## src/rtl/dmem_pkg.sv

```systemverilog
// Shared data-memory definitions: access-mode encodings, size decode,
// misalignment test and the load/store sequencer state type.
package dmem_pkg;

    // Access-mode encodings shared by the sequencer and the memory.
    localparam logic [2:0] MODE_B  = 3'b000;
    localparam logic [2:0] MODE_H  = 3'b001;
    localparam logic [2:0] MODE_W  = 3'b010;
    localparam logic [2:0] MODE_BU = 3'b100;
    localparam logic [2:0] MODE_HU = 3'b101;

    typedef enum logic {
        IDLE  = 1'b0,
        SPLIT = 1'b1
    } lsu_state_t;

    // Access size in bytes (1, 2 or 4); 0 flags an invalid mode.
    function automatic logic [2:0] mode_size(input logic [2:0] mode);
        case (mode)
            MODE_B, MODE_BU: mode_size = 3'd1;
            MODE_H, MODE_HU: mode_size = 3'd2;
            MODE_W:          mode_size = 3'd4;
            default:         mode_size = 3'd0;
        endcase
    endfunction

    // A halfword needs an even address, a word a multiple of four.
    function automatic logic is_misaligned(input logic [2:0] size, input logic [1:0] addr_lo);
        is_misaligned = ((size == 3'd2) && addr_lo[0]) ||
                        ((size == 3'd4) && (addr_lo != 2'b00));
    endfunction

endpackage

```

## src/rtl/lsu_load_extend.sv

```systemverilog
// Combinational load extension: takes the reassembled little-endian bytes
// and sign- or zero-extends them according to the access mode.
module lsu_load_extend
    import dmem_pkg::*;
(
    input  logic [31:0] raw,
    input  logic [2:0]  mode,
    output logic [31:0] data
);

    // Select the extension that matches the access width and signedness.
    always_comb begin
        case (mode)
            MODE_B:  data = {{24{raw[7]}}, raw[7:0]};
            MODE_BU: data = {24'h000000, raw[7:0]};
            MODE_H:  data = {{16{raw[15]}}, raw[15:0]};
            MODE_HU: data = {16'h0000, raw[15:0]};
            default: data = raw;
        endcase
    end

endmodule

```

## src/rtl/lsu_misalign_seq.sv

```systemverilog
// Load/store sequencer in front of the data memory. Aligned accesses pass
// through as a single beat; misaligned halfword/word accesses are split into
// byte beats and loads are reassembled and extended.
// Optional build macro LSU_MISALIGN_TRAP_EN: misaligned requests are rejected
// with resp_err instead of being split.
module lsu_misalign_seq
    import dmem_pkg::*;
#(
    parameter int ADDR_WIDTH = 12
) (
    input  logic                  clk,
    input  logic                  rst_n,
    input  logic                  req_valid,
    output logic                  req_ready,
    input  logic                  req_we,
    input  logic [ADDR_WIDTH-1:0] req_addr,
    input  logic [31:0]           req_wdata,
    input  logic [2:0]            req_mode,
    output logic                  resp_valid,
    output logic [31:0]           resp_rdata,
    output logic                  resp_err,
    output logic                  mem_write,
    output logic [ADDR_WIDTH-1:0] mem_addr,
    output logic [31:0]           mem_wdata,
    output logic [2:0]            mem_mode,
    input  logic [31:0]           mem_rdata
);

    lsu_state_t            state;
    logic [1:0]            beat_cnt;
    logic [31:0]           byte_buf;
    logic                  lat_we;
    logic [ADDR_WIDTH-1:0] lat_addr;
    logic [31:0]           lat_wdata;
    logic [2:0]            lat_mode;
    logic [2:0]            lat_size;

    logic                  accept;
    logic [2:0]            req_size;
    logic                  req_trap;
    logic                  req_split;
    logic                  beat_last;
    logic [7:0]            beat_byte;
    logic [31:0]           buf_next;
    logic [31:0]           split_ext;

    assign req_ready = (state == IDLE);

    // Decode the incoming request and the current split beat.
    always_comb begin
        // NOTE: every signal gets a default first so no path leaves it unassigned (no latch).
        accept    = req_valid && (state == IDLE);
        req_size  = mode_size(req_mode);
`ifdef LSU_MISALIGN_TRAP_EN
        req_split = 1'b0;
        req_trap  = (req_size == 3'd0) || is_misaligned(req_size, req_addr[1:0]);
`else
        req_split = (req_size != 3'd0) && is_misaligned(req_size, req_addr[1:0]);
        req_trap  = (req_size == 3'd0);
`endif
        beat_last = ({1'b0, beat_cnt} == (lat_size - 3'd1));
        beat_byte = lat_wdata[7:0];
        buf_next  = byte_buf;
        case (beat_cnt)
            2'd0: begin beat_byte = lat_wdata[7:0];   buf_next[7:0]   = mem_rdata[7:0]; end
            2'd1: begin beat_byte = lat_wdata[15:8];  buf_next[15:8]  = mem_rdata[7:0]; end
            2'd2: begin beat_byte = lat_wdata[23:16]; buf_next[23:16] = mem_rdata[7:0]; end
            default: begin beat_byte = lat_wdata[31:24]; buf_next[31:24] = mem_rdata[7:0]; end
        endcase
    end

    // Extension of the reassembled bytes, including the byte of the final beat.
    lsu_load_extend u_load_extend (
        .raw  (buf_next),
        .mode (lat_mode),
        .data (split_ext)
    );

    // Drive the memory port: split beat, accepted request, or held latched values.
    always_comb begin
        mem_write = 1'b0;
        mem_addr  = lat_addr;
        mem_wdata = lat_wdata;
        mem_mode  = lat_mode;
        if (state == SPLIT) begin
            mem_write = lat_we;
            mem_addr  = lat_addr + ADDR_WIDTH'(beat_cnt);
            mem_wdata = {24'h000000, beat_byte};
            mem_mode  = MODE_B;
        end else if (accept && !req_trap) begin
            mem_write = req_we;
            mem_addr  = req_addr;
            if (req_split) begin
                mem_wdata = {24'h000000, req_wdata[7:0]};
                mem_mode  = MODE_B;
            end else begin
                mem_wdata = req_wdata;
                mem_mode  = req_mode;
            end
        end
        if (!rst_n) begin
            mem_write = 1'b0;
        end
    end

    // Sequencer FSM with registered response.
    always_ff @(posedge clk or negedge rst_n) begin
        if (!rst_n) begin
            // NOTE: byte_buf is a handful of flops, not a RAM, so it is reset like any other state.
            state      <= IDLE;
            beat_cnt   <= 2'd0;
            byte_buf   <= 32'h0;
            resp_valid <= 1'b0;
            resp_rdata <= 32'h0;
            resp_err   <= 1'b0;
            lat_we     <= 1'b0;
            lat_addr   <= '0;
            lat_wdata  <= 32'h0;
            lat_mode   <= MODE_B;
            lat_size   <= 3'd0;
        end else begin
            // NOTE: non-blocking assignments so every flop samples pre-edge values.
            resp_valid <= 1'b0;
            resp_err   <= 1'b0;
            case (state)
                IDLE: begin
                    if (accept) begin
                        lat_we    <= req_we;
                        lat_addr  <= req_addr;
                        lat_wdata <= req_wdata;
                        lat_mode  <= req_mode;
                        lat_size  <= req_size;
                        if (req_trap) begin
                            resp_valid <= 1'b1;
                            resp_err   <= 1'b1;
                            resp_rdata <= 32'h0;
                        end else if (req_split) begin
                            state    <= SPLIT;
                            beat_cnt <= 2'd1;
                            byte_buf <= {24'h000000, (req_we ? 8'h00 : mem_rdata[7:0])};
                        end else begin
                            resp_valid <= 1'b1;
                            resp_rdata <= req_we ? 32'h0 : mem_rdata;
                        end
                    end
                end
                SPLIT: begin
                    if (!lat_we) begin
                        byte_buf <= buf_next;
                    end
                    if (beat_last) begin
                        state      <= IDLE;
                        beat_cnt   <= 2'd0;
                        resp_valid <= 1'b1;
                        resp_rdata <= lat_we ? 32'h0 : split_ext;
                    end else begin
                        beat_cnt <= beat_cnt + 2'd1;
                    end
                end
                default: state <= IDLE;
            endcase
        end
    end

endmodule

```

## config.mk

```make
export PLATFORM = sky130hd
export DESIGN_NAME = lsu_misalign_seq
export DESIGN_NICKNAME = d
export VERILOG_FILES = /design/src/rtl/dmem_pkg.sv /design/src/rtl/lsu_load_extend.sv /design/src/rtl/lsu_misalign_seq.sv
export SDC_FILE = /design/constraint.sdc
export NUM_CORES = 1
export LEC_CHECK = 0
export ABC_AREA = 1
export CAP_MARGIN = 10
export CORE_MARGIN = 4
export CORE_UTILIZATION = 50
export CTS_CLUSTER_DIAMETER = 50
export CTS_CLUSTER_SIZE = 25
export DETAILED_ROUTE_END_ITERATION = 10
export GPL_TIMING_DRIVEN = 0
export PLACE_DENSITY = 0.81
export SYNTH_ARGS = -nofsm -noshare
export SYNTH_HDL_FRONTEND = slang
export SYNTH_SLANG_ARGS = --single-unit
```

## constraint.sdc

```tcl
create_clock -name clk -period 7.3 [get_ports clk]
set_clock_uncertainty 0.2 [all_clocks]
set_input_delay 1.46 -clock clk [delete_from_list [all_inputs] [get_ports clk]]
set_output_delay 1.46 -clock clk [all_outputs]
set_load 0.005 [all_outputs]
```

==> results of run 1 <==
## report_power, final
part           switching, mW  leakage [nW]  internal (mW)
Combinational           1.20          2.68          0.918
Sequential             0.183          1.52          0.963
Clock                  0.298         0.304          0.596
## layout make-up
cell class	count	area, um2	area share
sequential	120	3000	0.320
clock buffer	24	482	0.0514
timing repair buffer	166	1680	0.179
buffer	58	297	0.0316
multi-input combinational	698	3270	0.349
clock inverter	8	143	0.0152
inverter	73	277	0.0295
tap	176	220	0.0235
## per-stage QoR
stage,hold slack (ns),cells,utilization,power (mW),setup TNS (ns)
after CTS,0.272,1323,0.702,4.14,0
after floorplan,0.242,949,-,2.30,0
final,0.271,1323,0.702,4.16,0
after global routing,0.283,1323,0.702,4.45,0
after detailed placement,0.259,1291,0.656,3.23,0
after global placement,0.253,1290,0.653,3.18,-18.47
## state kept, by name, summed over array words and instances (netlist names)
signal / cells
lat_mode: 3
resp_rdata: 32
resp_err: 1
lat_addr: 12
state: 1
lat_we: 1
lat_wdata: 32
beat_cnt: 2
byte_buf: 32
resp_valid: 1
lat_size: 3
## logic make-up (layout without fill, tap and decap cells)
logic type      count (synthesis)  count (layout)
fa+ha+maj                       8               8
flops                         120             120
compound gates                197             197
buf+inv                       131             329
simple gates                  488             488
xor+xnor                        5               5
## cells in the mapped netlist
cell type,instances
or2_1,1
nand2_1,356
o22ai_1,4
buf_6,3
nand3_2,2
xnor2_1,1
o211ai_1,38
dfrtp_1,120
buf_1,2
buf_4,6
o21ai_0,108
nor3_2,1
ha_1,7
fa_1,1
o21ai_2,1
a22o_1,1
inv_1,69
inv_4,1
xor2_1,4
nor2_1,17
buf_2,27
nor3_1,5
nor2_8,1
a21oi_1,26
inv_2,3
nand2_2,1
nand4_1,5
clkbuf_1,20
o21ai_1,19
and2_1,1
nor2_4,2
nand3_1,96
## worst min-delay path: stages (launching register included)
cell and delay, ns:
dfrtp_1 0.34, nand2_1 0.05, nand2_1 0.05
## metal layers
metal,vias up,part of all wire
met5,-,0
met4,0,0.029
met3,45,0.086
met2,344,0.45
met1,3334,0.43
li1,3500,-
## path summary, 6_finish.rpt
kind,cells after the start,startpoint,endpoint
min,2,byte_buf[21],byte_buf[21]
max in group asynchronous,2,rst_n,lat_addr[2]
min in group asynchronous,1,rst_n,byte_buf[27]
min reg2reg,2,byte_buf[21],byte_buf[21]
max,8,req_mode[0],mem_wdata[0]
max reg2reg,10,beat_cnt[1],resp_rdata[11]
==> impl_metrics.csv, run 1 <==
group,metric,value,unit
setup_path,critPathTopFamily,"buffers and inverters",
drt,drtAntennaViolNets,0,
yosys,ys_types,32,
floorplanning,initial_core_util,0.513,
setup_path,arrival,4.00,ns
clock_tree,clkLatencyLatePin,0.42,ns
setup_path,critPathKind,"in2out",
timing,final.setup.worst_slack,1.64,ns
timing,fin_crit,5.66,ns
yosys,syn_inst,949,
yosys,synth.avg_cell_area,7.22,um2
drt,dr_total_vias,7223,
global_route,grt_antenna_before_repair,0,
timing,slew_headroom,0.613,
setup_path,critPathMaxStageDelay,0.59,ns
yosys,synth-compound-area-share,0.160,
layout,stdcell_area,9370,um2
layout,final_cell_mix,"356 x nand2_1, 164 x clkdlybuf4s50_1, 120 x dfrtp_1",
timing,slew_viol_final,0,
timing,setup_viol,0,
global_route,met3_usage,0.0819,
placement,placed_area,8750,um2
floorplanning,die_w,125,um
yosys,synth_top_cell_by_area,"dfrtp_1",
floorplanning,core-area,13300,um2
power,ir_drop,0.244,mV
clock_tree,cts_num_sinks,120,
timing,final-hold-violation-count,0,
yosys,synthesis.nets,1040,
timing,fin_crit_sh,0.776,
global_route,grt_pass1_vias,7085,
global_route,met1_usage,0.356,
setup_path,worst-path-buf-inv,4,
layout,n_fill_cell,1130,
setup_path,critPathCaptureType,"output pin",
clock_tree,holdBufCountCts,0,
setup_path,cp.required,5.64,ns
placement,dp_hpwl,15700,um
global_route,grt_pass1_wl,34600,um
power,cellPowerDensity,444,nW/um2
floorplanning,rows,42,
worst_hold_path,worstHoldPathType,"reg2reg",
drt,drt_iter0_drc,553,
yosys,seq_area_frac_synth,0.438,
clock_tree,cts-resized-gates,0,
global_route,grt.met2_usage,0.422,
placement,numPortBuffers,165,
drt,drt-pass1-iter-count,5,
drt,wire_per_inst,16.2,um
setup_path,start_kind,"primary input",
setup_path,crit_fanout,10,
floorplanning,io_pins,166,
global_route,gr-max-usage-layer,"met2",
timing,worst_slew_pin_slew,0.575,ns
layout,nNetsFinal,1225,
placement,gp_congestion,0.948,
drt,drc,0,
yosys,synth-xor-area-share,0.00639,
clock_tree,cts_buffers,17,
yosys,synth_fa_ha_area_frac,0.0157,
drt,drt-total-wl,21500,um
power,p_leak,4.50,nW
yosys,ys_ff_latch,120,
global_route,grt_overflow,0,
drt,via_per_inst,5.46,
clock_tree,cts_buffer_depth,2,
global_route,track_usage,0.271,
yosys,synth_area,6850,um2
clock_tree,post_cts_buffers,0,
setup_path,cp_cell_sequence,"clkdlybuf4s50_1 -> o21ai_2 -> nand2_2 -> inv_2 -> buf_4 -> o21ai_0 -> o21ai_0 -> clkdlybuf4s50_1",
yosys,muxShareOfSynthArea,0,
clock_tree,tritoncts,"yes",
yosys,synth_area_leaders,"dfrtp_1 44%, nand2_1 20%, o21ai_0 7.9%",
clock_tree,cts-htree-levels,4,
layout,antenna_cells,0,
timing,rsz0062_at_grt,"false",
setup_path,slowest_stage,"clkdlybuf4s50_1",
yosys,synth.top_cell.area_share,0.438,
run_status,status,"finished clean",
layout,area_growth,36.9,%
clock_tree,clkTransAtPathRegs,0.06,ns
yosys,synthSimpleGateAreaFrac,0.296,
floorplanning,die_h,125,um
layout,drive_above_1_share,0.0680,
yosys,yosys_warnings,0,
layout,final_common_cell,"nand2_1",
timing,clock.fmax,177,MHz
setup_path,rrSetupSlack,5.02,ns
global_route,grt_max_degree,98,
floorplanning,die_area,15600,um2
yosys,synth_top_family_by_area,"simple AND/OR/NAND/NOR gates",
placement,place_ws,1.71,ns
clock_tree,clockRootBuffer,"clkbuf_16",
flow_run,cap_violations,0,
(Power assumes the default switching activity.)
==> run 2: changes to the inputs <==
clock period = 5.3 ns   (was 7.3 ns; I/O delays follow)
==> results of run 2 <==
The final DEF is identical to that of run 1. Status: finished clean.
Among the figures that moved: setup slack after placement 1.71 ns -> 0.513 ns; setup slack after layout 1.64 ns -> 0.437 ns; register-to-register setup slack 5.02 ns -> 3.02 ns; total power 4.16 mW -> 5.73 mW; worst IR drop on VDD 0.244 mV -> 0.337 mV
==> run 3: changes to the inputs <==
ABC_CLOCK_PERIOD_IN_PS = 5300   (was unset)
SKIP_CTS_REPAIR_TIMING = 1   (was unset)
==> results of run 3 <==
The final DEF is identical to that of run 1. Status: finished clean.
Among the figures that moved: setup slack after placement 1.71 ns -> 0.513 ns; setup slack after layout 1.64 ns -> 0.437 ns; register-to-register setup slack 5.02 ns -> 3.02 ns; total power 4.16 mW -> 5.73 mW; worst IR drop on VDD 0.244 mV -> 0.337 mV
